### config.mk
export PLATFORM = sky130hd
export DESIGN_NAME = tile_rom_arbiter
export DESIGN_NICKNAME = d
export VERILOG_FILES = /design/src/rtl/tmnt_pkg.sv /design/src/rtl/tile_fetch_cache.sv /design/src/rtl/tile_rom_arbiter.sv
export SDC_FILE = /design/constraint.sdc
export NUM_CORES = 1
export LEC_CHECK = 0
export CELL_PAD_IN_SITES_DETAIL_PLACEMENT = 1
export CELL_PAD_IN_SITES_GLOBAL_PLACEMENT = 2
export CORE_AREA = 2 2 154 156
export DETAILED_ROUTE_END_ITERATION = 8
export DIE_AREA = 0 0 156 158
export PLACE_DENSITY = 0.8
export RECOVER_POWER = 50
export SKIP_LAST_GASP = 1
export SLEW_MARGIN = 5
export SYNTH_ARGS = -nofsm -noshare
export SYNTH_HDL_FRONTEND = slang
export SYNTH_HIERARCHICAL = 1
export SYNTH_SLANG_ARGS = --single-unit
### constraint.sdc
create_clock -name clk_main -period 3 [get_ports clk_main]
set_input_delay 0.3 -clock clk_main [delete_from_list [all_inputs] [get_ports clk_main]]
set_output_delay 0.3 -clock clk_main [all_outputs]
set_load 0.01 [all_outputs]
### src/rtl/tmnt_pkg.sv
// Shared definitions for the tile ROM arbitration block: default widths,
// the starvation limit and the arbiter state encoding.
package tmnt_pkg;

  localparam int TMNT_ADDR_W     = 18;
  localparam int TMNT_DATA_W     = 32;
  localparam int TMNT_STARVE_MAX = 4;

  typedef enum logic [1:0] {
    IDLE     = 2'd0,
    VID_WAIT = 2'd1,
    CPU_WAIT = 2'd2,
    CPU_HOLD = 2'd3
  } arb_state_e;

endpackage

### src/rtl/tile_fetch_cache.sv
// One-entry cache of the most recent video tile fetch. The lookup compare is
// combinational so a hit can be answered in the cycle after the request.
module tile_fetch_cache
  import tmnt_pkg::*;
#(
  parameter int ADDR_W = TMNT_ADDR_W,
  parameter int DATA_W = TMNT_DATA_W
) (
  input  logic              clk_i,
  input  logic              rst_ni,
  input  logic [ADDR_W-1:0] lookup_addr_i,
  input  logic              fill_i,
  input  logic [ADDR_W-1:0] fill_addr_i,
  input  logic [DATA_W-1:0] fill_data_i,
  output logic              hit_o,
  output logic [DATA_W-1:0] data_o
);

  logic [ADDR_W-1:0] last_addr_q;
  logic [DATA_W-1:0] last_data_q;
  logic              last_valid_q;

  // Hold the address/data of the last completed video fetch.
  always_ff @(posedge clk_i) begin
    if (!rst_ni) begin
      last_addr_q  <= {ADDR_W{1'b0}};
      last_data_q  <= {DATA_W{1'b0}};
      last_valid_q <= 1'b0;
    end else if (fill_i) begin
      last_addr_q  <= fill_addr_i;
      last_data_q  <= fill_data_i;
      last_valid_q <= 1'b1;
    end else begin
      last_valid_q <= last_valid_q;
    end
  end

  // Hit when the entry is valid and the address matches exactly.
  always_comb begin
    hit_o  = last_valid_q && (lookup_addr_i == last_addr_q);
    data_o = last_data_q;
  end

endmodule

### src/rtl/tile_rom_arbiter.sv
// Arbitrates the tile ROM between video tile fetches and CPU readback.
// Video has priority unless the CPU has waited through STARVE_MAX video
// grants; repeated video fetches of the last address are served from a
// one-entry cache without touching memory.
module tile_rom_arbiter
  import tmnt_pkg::*;
#(
  parameter int ADDR_W     = TMNT_ADDR_W,
  parameter int DATA_W     = TMNT_DATA_W,
  parameter int STARVE_MAX = TMNT_STARVE_MAX
) (
  input  logic              clk_main,
  input  logic              nRES,
  input  logic              vid_req,
  input  logic [ADDR_W-1:0] vid_addr,
  output logic              vid_valid,
  output logic [DATA_W-1:0] vid_data,
  output logic              vid_overrun,
  input  logic              cpu_ncs,
  input  logic [ADDR_W-1:0] cpu_addr,
  output logic              cpu_ndtac,
  output logic [DATA_W-1:0] cpu_data,
  output logic              mem_req,
  output logic [ADDR_W-1:0] mem_addr,
  input  logic              mem_ack,
  input  logic [DATA_W-1:0] mem_rdata
);

  localparam int CNT_W = $clog2(STARVE_MAX + 1);

  arb_state_e        state_q;
  logic              vid_pend_q;
  logic [ADDR_W-1:0] vid_addr_q;
  logic [CNT_W-1:0]  starve_q;
  logic              mem_req_q;
  logic [ADDR_W-1:0] mem_addr_q;
  logic              vid_valid_q;
  logic [DATA_W-1:0] vid_data_q;
  logic              vid_overrun_q;
  logic              cpu_ndtac_q;
  logic [DATA_W-1:0] cpu_data_q;

  logic              cache_hit_s;
  logic [DATA_W-1:0] cache_data_s;
  logic              cache_fill_s;
  logic              vid_miss_s;
  logic              cpu_pend_s;
  logic              grant_vid_s;
  logic              grant_cpu_s;
  logic              starved_s;

  tile_fetch_cache #(
    .ADDR_W (ADDR_W),
    .DATA_W (DATA_W)
  ) u_cache (
    .clk_i         (clk_main),
    .rst_ni        (nRES),
    .lookup_addr_i (vid_addr),
    .fill_i        (cache_fill_s),
    .fill_addr_i   (mem_addr_q),
    .fill_data_i   (mem_rdata),
    .hit_o         (cache_hit_s),
    .data_o        (cache_data_s)
  );

  // Request qualification and the IDLE grant decision.
  always_comb begin
    vid_miss_s   = vid_req && !cache_hit_s;
    cpu_pend_s   = !cpu_ncs && cpu_ndtac_q && (state_q != CPU_HOLD);
    starved_s    = (starve_q == CNT_W'(STARVE_MAX));
    cache_fill_s = (state_q == VID_WAIT) && mem_ack;
    grant_vid_s  = 1'b0;
    grant_cpu_s  = 1'b0;
    if (state_q == IDLE) begin
      if (vid_pend_q && cpu_pend_s) begin
        grant_cpu_s = starved_s;
        grant_vid_s = !starved_s;
      end else if (vid_pend_q) begin
        grant_vid_s = 1'b1;
      end else if (cpu_pend_s) begin
        grant_cpu_s = 1'b1;
      end else begin
        grant_vid_s = 1'b0;
      end
    end else begin
      grant_cpu_s = 1'b0;
    end
  end

  // Arbiter FSM with registered memory, video and CPU outputs.
  always_ff @(posedge clk_main) begin
    if (!nRES) begin
      state_q       <= IDLE;
      vid_pend_q    <= 1'b0;
      vid_addr_q    <= {ADDR_W{1'b0}};
      starve_q      <= {CNT_W{1'b0}};
      mem_req_q     <= 1'b0;
      mem_addr_q    <= {ADDR_W{1'b0}};
      vid_valid_q   <= 1'b0;
      vid_data_q    <= {DATA_W{1'b0}};
      vid_overrun_q <= 1'b0;
      cpu_ndtac_q   <= 1'b1;
      cpu_data_q    <= {DATA_W{1'b0}};
    end else begin
      vid_valid_q <= 1'b0;

      // A request being granted this cycle is no longer overwritable.
      if (vid_miss_s) begin
        vid_pend_q <= 1'b1;
        vid_addr_q <= vid_addr;
        if (vid_pend_q && !grant_vid_s) begin
          vid_overrun_q <= 1'b1;
        end
      end else if (grant_vid_s) begin
        vid_pend_q <= 1'b0;
      end else begin
        vid_pend_q <= vid_pend_q;
      end

      // Cache hits answer in any state; a simultaneous fill return below wins.
      if (vid_req && cache_hit_s) begin
        vid_valid_q <= 1'b1;
        vid_data_q  <= cache_data_s;
      end

      case (state_q)
        IDLE: begin
          if (grant_vid_s) begin
            mem_req_q  <= 1'b1;
            mem_addr_q <= vid_addr_q;
            state_q    <= VID_WAIT;
            if (cpu_pend_s && !starved_s) begin
              starve_q <= starve_q + CNT_W'(1);
            end
          end else if (grant_cpu_s) begin
            mem_req_q  <= 1'b1;
            mem_addr_q <= cpu_addr;
            starve_q   <= {CNT_W{1'b0}};
            state_q    <= CPU_WAIT;
          end
        end
        VID_WAIT: begin
          if (mem_ack) begin
            vid_data_q  <= mem_rdata;
            vid_valid_q <= 1'b1;
            mem_req_q   <= 1'b0;
            state_q     <= IDLE;
          end
        end
        CPU_WAIT: begin
          if (mem_ack) begin
            mem_req_q <= 1'b0;
            if (!cpu_ncs) begin
              cpu_data_q  <= mem_rdata;
              cpu_ndtac_q <= 1'b0;
              state_q     <= CPU_HOLD;
            end else begin
              state_q <= IDLE;
            end
          end
        end
        CPU_HOLD: begin
          if (cpu_ncs) begin
            cpu_ndtac_q <= 1'b1;
            state_q     <= IDLE;
          end
        end
        default: begin
          mem_req_q <= 1'b0;
          state_q   <= IDLE;
        end
      endcase
    end
  end

  assign mem_req     = mem_req_q;
  assign mem_addr    = mem_addr_q;
  assign vid_valid   = vid_valid_q;
  assign vid_data    = vid_data_q;
  assign vid_overrun = vid_overrun_q;
  assign cpu_ndtac   = cpu_ndtac_q;
  assign cpu_data    = cpu_data_q;

endmodule

==> results.cfg, run 1 <==
[global_route]
grt_first_pass_wirelength_mm = 33.1
global_routing_usage_summed_across_all_routing_layers = 0.171
number_of_antenna_violations_at_the_first_check_in_global_routing = 0
grt_pass1_vias = 6064
global_route.overflow_total = 0
grt_start_max_net_pins = 66

[yosys]
synth.lib_cells_used.distinct = 41
yosys_register_bits = 161
synth_area_per_cell_um2 = 8.64
adder_cell_share_of_the_synthesized_area = 0.0114
post_synth_mux_area_share = 0.0763
synth.top_cell.area_share = 0.492
synth_enable_flop_cells = 0
synthXorXnorAreaFrac = 0.0240
post_synth_instance_area_mm2 = 0.00656
synth_sequential_area_ratio = 0.492
async_reset_ff_frac = 0
synthTopCellsByArea = sky130_fd_sc_hd__dfxtp_1 49%, sky130_fd_sc_hd__nand2_1 10%, sky130_fd_sc_hd__mux2i_1 7.6%
synthSimpleGateAreaFrac = 0.216
ys_dominant_reg_cell = sky130_fd_sc_hd__dfxtp_1
synthesis.yosys.warnings = 6
synth_compound_gate_area_share = 0.137
synth_top_family_by_area = simple AND/OR/NAND/NOR gates
syn_nets = 838
netlist_instances = 759
yosys.area.top_type = sky130_fd_sc_hd__dfxtp_1

[setup_path]
endpoint_kind = flip-flop
critPathMaxFanout = 20
crit_path_leading_delay_family = buffers and inverters
critical_path.max_stage_delay_ns = 1.18
critical_path.cell_chain = inv_1 -> ha_1 -> nand2_1 -> clkinvlp_2 -> clkbuf_1 -> mux2i_1 -> nor2b_1
critical_path_depth = 7
worst-endpoint-arrival_ns = 2.85
worst_path_max_delay_cell = sky130_fd_sc_hd__clkbuf_1
timing.critical_path.required_ns = 3.31
r2r_cells = 7
setup.worst_path.class = flip-flop to flip-flop
cp-start-kind = flip-flop
cp_num_buf_inv = 3

[layout]
area_growth_pct = 37.6
final_layout_size_suffix_gt1_frac = 0.0596
antenna_cells_inserted = 0
fin_nets = 972
instances_no_fill = 1196
most_common_library_cell_in_the_layout_ignoring_fill_and_taps = sky130_fd_sc_hd__nand2_1
mostFrequentLayoutCells = 176 x sky130_fd_sc_hd__nand2_1, 161 x sky130_fd_sc_hd__dfxtp_1, 82 x sky130_fd_sc_hd__clkdlybuf4s50_1

[clocking]
post_cts_hold_buffer_count = 0
postCtsSetupRepairBufs = 0
insertion_delay_ns = 0.43
clock_tree.htree_level_count = 4
clkSlewWorstSetupHoldPaths_ns = 0.07
cts-buffers-inserted = 17
cts_max_path_buffers = 2
cts_num_sinks = 161
tritoncts_clock_tree = done
clk_root_buffer_cell = sky130_fd_sc_hd__clkbuf_16
cts-resized-gates = 0

[run_status]
violations = max-capacitance violations, max-slew violations
result_of_the_run = finished with violations

[timing]
relative_slew_slack = -0.0714
worst_clock_skew_ns = 0.0122
slew_violations = 21
setup_viol = 0
max_clock_freq_mhz = 394
setup_tns_ns = 0
min_period_ns = 2.54
rsz0062_at_grt = no
final_hold_viol_count = 0
post-route-period-util = 0.846
transition_time_at_the_pin_with_the_least_slew_margin_ns = 1.61
hold-worst-slack_ns = 0.257

[routing]
detail_route.first_pass.iterations = 4
avgViaCountPerCell = 4.83
routed_wirelength_mm = 20.7
remaining_drc_errors = 0
routed_wire_length_per_instance_um = 17.3
via_count = 5772
drt-initial-drc-count = 236
final_antenna_net_count = 0

[power]
vdd.ir_drop.worst_uv = 335
leakage_nw = 3.26
power.density_mw_per_mm2 = 726
power_mw = 6.55

[job]
drv_cap = 1

[die]
die-area_mm2 = 0.0246
initial_utilization = 0.284
die_w_um = 156
floorplan.die.height_um = 158
io_pins = 159
coreArea_mm2 = 0.0231
number_of_cell_rows = 56

[placed_design]
detailed_place_hpwl_mm = 13.4
routabilityCongestion = 0.699
port_buffers = 158
placed_cells = 1164

[worst_hold_path]
hold_path_class = input port to flip-flop
hold_depth = 2
==> per-layer routing <==
layer  vias to the layer above  routed length, µm  GRT usage
met5                         -                  0          0
met4                         0                395     0.0581
met3                        23                559     0.0279
met2                        96              10100      0.299
met1                      2800               9640      0.215
li1                       2853                  -          -
==> per-stage QoR <==
stage / cell area [µm²] / util / worst slack [ns]
after floorplan: 6560 / - / 0.835
after global placement: 8430 / 0.366 / 0.186
after detailed placement: 8430 / 0.366 / 0.123
after CTS: 9050 / 0.392 / 0.568
after global routing: 9020 / 0.391 / 0.244
final: 9020 / 0.391 / 0.463
==> worst paths after layout <==
| path | from | end | slack (ns) |
|---|---|---|---|
| setup / recovery | state_q[1]$_SDFFE_PN0P_ | u_cache/last_addr_q[14]$_SDFFE_PN0P_ | 0.46 |
| hold / removal | nRES | cpu_ndtac$_SDFFE_PN1P_ | 0.26 |
| setup reg to reg | state_q[1]$_SDFFE_PN0P_ | u_cache/last_addr_q[14]$_SDFFE_PN0P_ | 0.46 |
| hold reg to reg | cpu_data[4]$_SDFFE_PN0P_ | cpu_data[4]$_SDFFE_PN0P_ | 0.45 |
==> flip-flops by register name, indices dropped and copies added, names as in the netlist, 2 cells and up <==
name                 flops
u_cache/last_addr_q     18
vid_data                32
cpu_data                32
mem_addr                18
u_cache/data_o          32
starve_q                 3
vid_addr_q              18
state_q                  2
==> cells by family (layout without fill, tap and decap cells) <==
family          count (synthesis)  count (layout)
flops                         161             161
xor+xnor                       18              18
buf+inv                        66             213
fa+ha+maj                       6               6
simple gates                  315             315
mux                            50              50
compound gates                143             143
==> layout make-up <==
type                            instances  area (µm²)
Tap cell                              290         363
Sequential cell                       161        3220
Multi-Input combinational cell        532        3060
Fill cell                            2651       14000
Clock buffer                           19         443
Inverter                                8        31.3
Timing Repair Buffer                  173        1730
Clock inverter                         13         173
==> Yosys cell counts (all sizes together) (3+ instances only) <==
cell	count
xnor2	15
ha	6
a31oi	19
nor2b	51
a21oi	60
inv	8
dfxtp	161
a311oi	32
nand3	33
nand2	176
buf	19
mux2i	50
nand4	4
clkbuf	39
xor2	3
o21ai	23
nor2	39
==> power breakdown <==
part	leakage, nW	switching [mW]	internal [mW]
logic	1.65	0.872	0.744
registers	1.31	0.191	2.44
clock network	0.299	0.954	1.35
total	3.26	2.02	4.54
Note: power is estimated with default switching activity, not from simulation.
==> run 2, diff against run 1 <==
--- a/config.mk
+++ b/config.mk
@@ -7,10 +7,10 @@
 export LEC_CHECK = 0
 export CELL_PAD_IN_SITES_DETAIL_PLACEMENT = 1
 export CELL_PAD_IN_SITES_GLOBAL_PLACEMENT = 2
-export CORE_AREA = 2 2 154 156
+export CORE_AREA = 2 2 162 164
 export DETAILED_ROUTE_END_ITERATION = 8
-export DIE_AREA = 0 0 156 158
-export PLACE_DENSITY = 0.8
+export DIE_AREA = 0 0 164 166
+export PLACE_DENSITY = 0.76
 export RECOVER_POWER = 50
 export SKIP_LAST_GASP = 1
 export SLEW_MARGIN = 5
==> constraint.sdc (replaced) <==
create_clock -name clk_main -period 2.2 [get_ports clk_main]
set_input_delay 0.22 -clock clk_main [delete_from_list [all_inputs] [get_ports clk_main]]
set_output_delay 0.22 -clock clk_main [all_outputs]
set_load 0.01 [all_outputs]
==> run 2 against run 1 <==
The run ends with negative setup slack left. Via count rose by 1.9%. Largest power group unchanged. Global-route usage fell by 0.97 points. Core utilization fell by 1.8 points. First-iteration DRC count fell by 4.7%.
==> results.cfg, run 2 (synthesis results as in run 1) <==
[placed_design]
detailed_place_hpwl_mm = 13.8
routabilityCongestion = 0.724
placement.setup.worst_slack_ns = -0.536
port_buffers = 158
postPlaceCellArea_mm2 = 0.00869

[global_route]
grt_first_pass_wirelength_mm = 34.2
global_route.overflow_total = 0
grt_start_max_net_pins = 68
grt_pass1_vias = 6146
global_routing_usage_summed_across_all_routing_layers = 0.161
number_of_antenna_violations_at_the_first_check_in_global_routing = 0

[setup_path]
endpoint_kind = flip-flop
cp-start-kind = input port
worst-endpoint-arrival_ns = 2.52
critPathMaxFanout = 8
timing.rr.start = u_cache/last_addr_q[0]$_SDFFE_PN0P_
minimum_setup_slack_among_reg_to_reg_paths_ns = -0.03
capture_instance_of_the_worst_register_to_register_path = vid_data[4]$_SDFF_PN0_
r2r_cells = 10
setup.worst_path.class = input port to flip-flop
timing.critical_path.required_ns = 2.49

[timing]
relative_slew_slack = 0.401
rsz0062_at_grt = yes
final_hold_viol_count = 0
setup_viol = 17
post-route-period-util = 1.02
min_period_ns = 2.24
hold-worst-slack_ns = 0.266
final.setup.worst_slack_ns = -0.0359
max_clock_freq_mhz = 447
slew_violations = 0
transition_time_at_the_pin_with_the_least_slew_margin_ns = 0.898
worst_clock_skew_ns = 0.0120

[die]
die-area_mm2 = 0.0272
initial_utilization = 0.256
die_w_um = 164
floorplan.die.height_um = 166
number_of_cell_rows = 59
io_pins = 159
coreArea_mm2 = 0.0256

[routing]
via_count = 5884
avgViaCountPerCell = 4.66
final_antenna_net_count = 0
routed_wirelength_mm = 21.8
remaining_drc_errors = 0
drt-initial-drc-count = 225
detail_route.first_pass.iterations = 4
routed_wire_length_per_instance_um = 17.3

[clocking]
cts_max_path_buffers = 2
clock_tree.htree_level_count = 4
post_cts_hold_buffer_count = 0
clk_root_buffer_cell = sky130_fd_sc_hd__clkbuf_16
cts-buffers-inserted = 17
insertion_delay_ns = 0.43
tritoncts_clock_tree = done
cts_num_sinks = 161
clkSlewWorstSetupHoldPaths_ns = 0.07

[layout]
area_growth_pct = 46.0
fin_nets = 993
most_common_library_cell_in_the_layout_ignoring_fill_and_taps = sky130_fd_sc_hd__nand2_1
stdcell_area_mm2 = 0.00957
final_layout_size_suffix_gt1_frac = 0.124
antenna_cells_inserted = 0
mostFrequentLayoutCells = 175 x sky130_fd_sc_hd__nand2_1, 150 x sky130_fd_sc_hd__dfxtp_1, 93 x sky130_fd_sc_hd__clkdlybuf4s50_1

[run_status]
violations = negative setup slack
result_of_the_run = finished with violations

[worst_hold_path]
hold_depth = 2
worst_hold_path.endpoint = cpu_ndtac$_SDFFE_PN1P_
min_from = nRES
hold_path_class = input port to flip-flop

[job]
drv_cap = 0

[power]
power_mw = 9.04
vdd.ir_drop.worst_uv = 412
leakage_nw = 3.44
power.density_mw_per_mm2 = 945
[run 2: cell types whose count changed in the layout (fill, tap and decap cells not counted), sizes merged]
cell           before  now
buf                13   32
bufinv              3    2
clkbuf             22   24
clkdlybuf4s50      82   93
clkinv              4    6
clkinvlp            2    3
dlygate4sd3        75   63
inv                12   11
[run 2: timing repair]
action                                  CTS  global route
cloned                                    2             3
endpoints found under the hold margin     0             0
endpoints found under the setup margin   53            53
pin swaps                                26            11
buffers inserted                          2             1
resized for setup                        27            20
[run 2: worst max path at each step]
stage,startpoint,end,cells after the start
2_1_floorplan,u_cache/last_addr_q[1]$_SDFFE_PN0P_,vid_addr_q[10]$_SDFFE_PN0P_,10
3_3_place_gp,vid_addr[1],vid_data[31]$_SDFF_PN0_,10
3_5_place_dp,vid_addr[1],vid_data[16]$_SDFF_PN0_,10
4_1_cts,u_cache/last_addr_q[5]$_SDFFE_PN0P_,vid_data[26]$_SDFF_PN0_,10
5_1_grt,u_cache/last_addr_q[0]$_SDFFE_PN0P_,vid_data[24]$_SDFF_PN0_,10
6_report,vid_addr[0],vid_data[4]$_SDFF_PN0_,11
[run 2: critical path, cell delays in order]
cell and delay (ns):
sky130_fd_sc_hd__clkdlybuf4s50_1 0.55, sky130_fd_sc_hd__xnor2_2 0.14, sky130_fd_sc_hd__nand4_1 0.14, sky130_fd_sc_hd__or4_4 0.57, sky130_fd_sc_hd__nor4_4 0.15, sky130_fd_sc_hd__buf_6 0.14
sky130_fd_sc_hd__buf_12 0.12, sky130_fd_sc_hd__nand2_4 0.10, sky130_fd_sc_hd__clkbuf_16 0.21, sky130_fd_sc_hd__nand2_1 0.07, sky130_fd_sc_hd__a311oi_1 0.10
[run 2: layer usage]
| layer | share of wire | routed length, µm | global-route usage |
|---|---|---|---|
| met1 | 0.48 | 10400 | 0.212 |
| met2 | 0.48 | 10500 | 0.269 |
| met3 | 0.033 | 710 | 0.0305 |
| met4 | 0.0093 | 202 | 0.0446 |
| met5 | 0 | 0 | 0 |
[run 2: where the power goes]
| part | total, mW | internal [mW] | leakage, nW | switching, mW |
|---|---|---|---|---|
| clock | 3.08 | 1.72 | 0.290 | 1.37 |
| combinational | 2.35 | 1.12 | 1.84 | 1.23 |
| sequential | 3.61 | 3.33 | 1.32 | 0.277 |
| total | 9.04 | 6.17 | 3.44 | 2.88 |
[run 2: cell type report]
| class | instances | area (µm²) |
|---|---|---|
| fillers | 2923 | 16000 |
| multi-input cells | 532 | 3250 |
| flip-flops and latches | 161 | 3240 |
| repair buffers | 194 | 2040 |
| clock buffers | 18 | 429 |
| well taps | 335 | 419 |
| clock inverters | 14 | 174 |
| inverters | 8 | 32.5 |
[run 2: metrics by stage]
| stage | instances | TNS (ns) | util |
|---|---|---|---|
| after floorplan | 759 | 0 | - |
| after global placement | 1223 | -25.31 | 0.339 |
| after detailed placement | 1223 | -27.25 | 0.339 |
| after CTS | 1259 | -2.55 | 0.370 |
| after global routing | 1262 | -7.44 | 0.374 |
| final | 1262 | -0.298 | 0.374 |
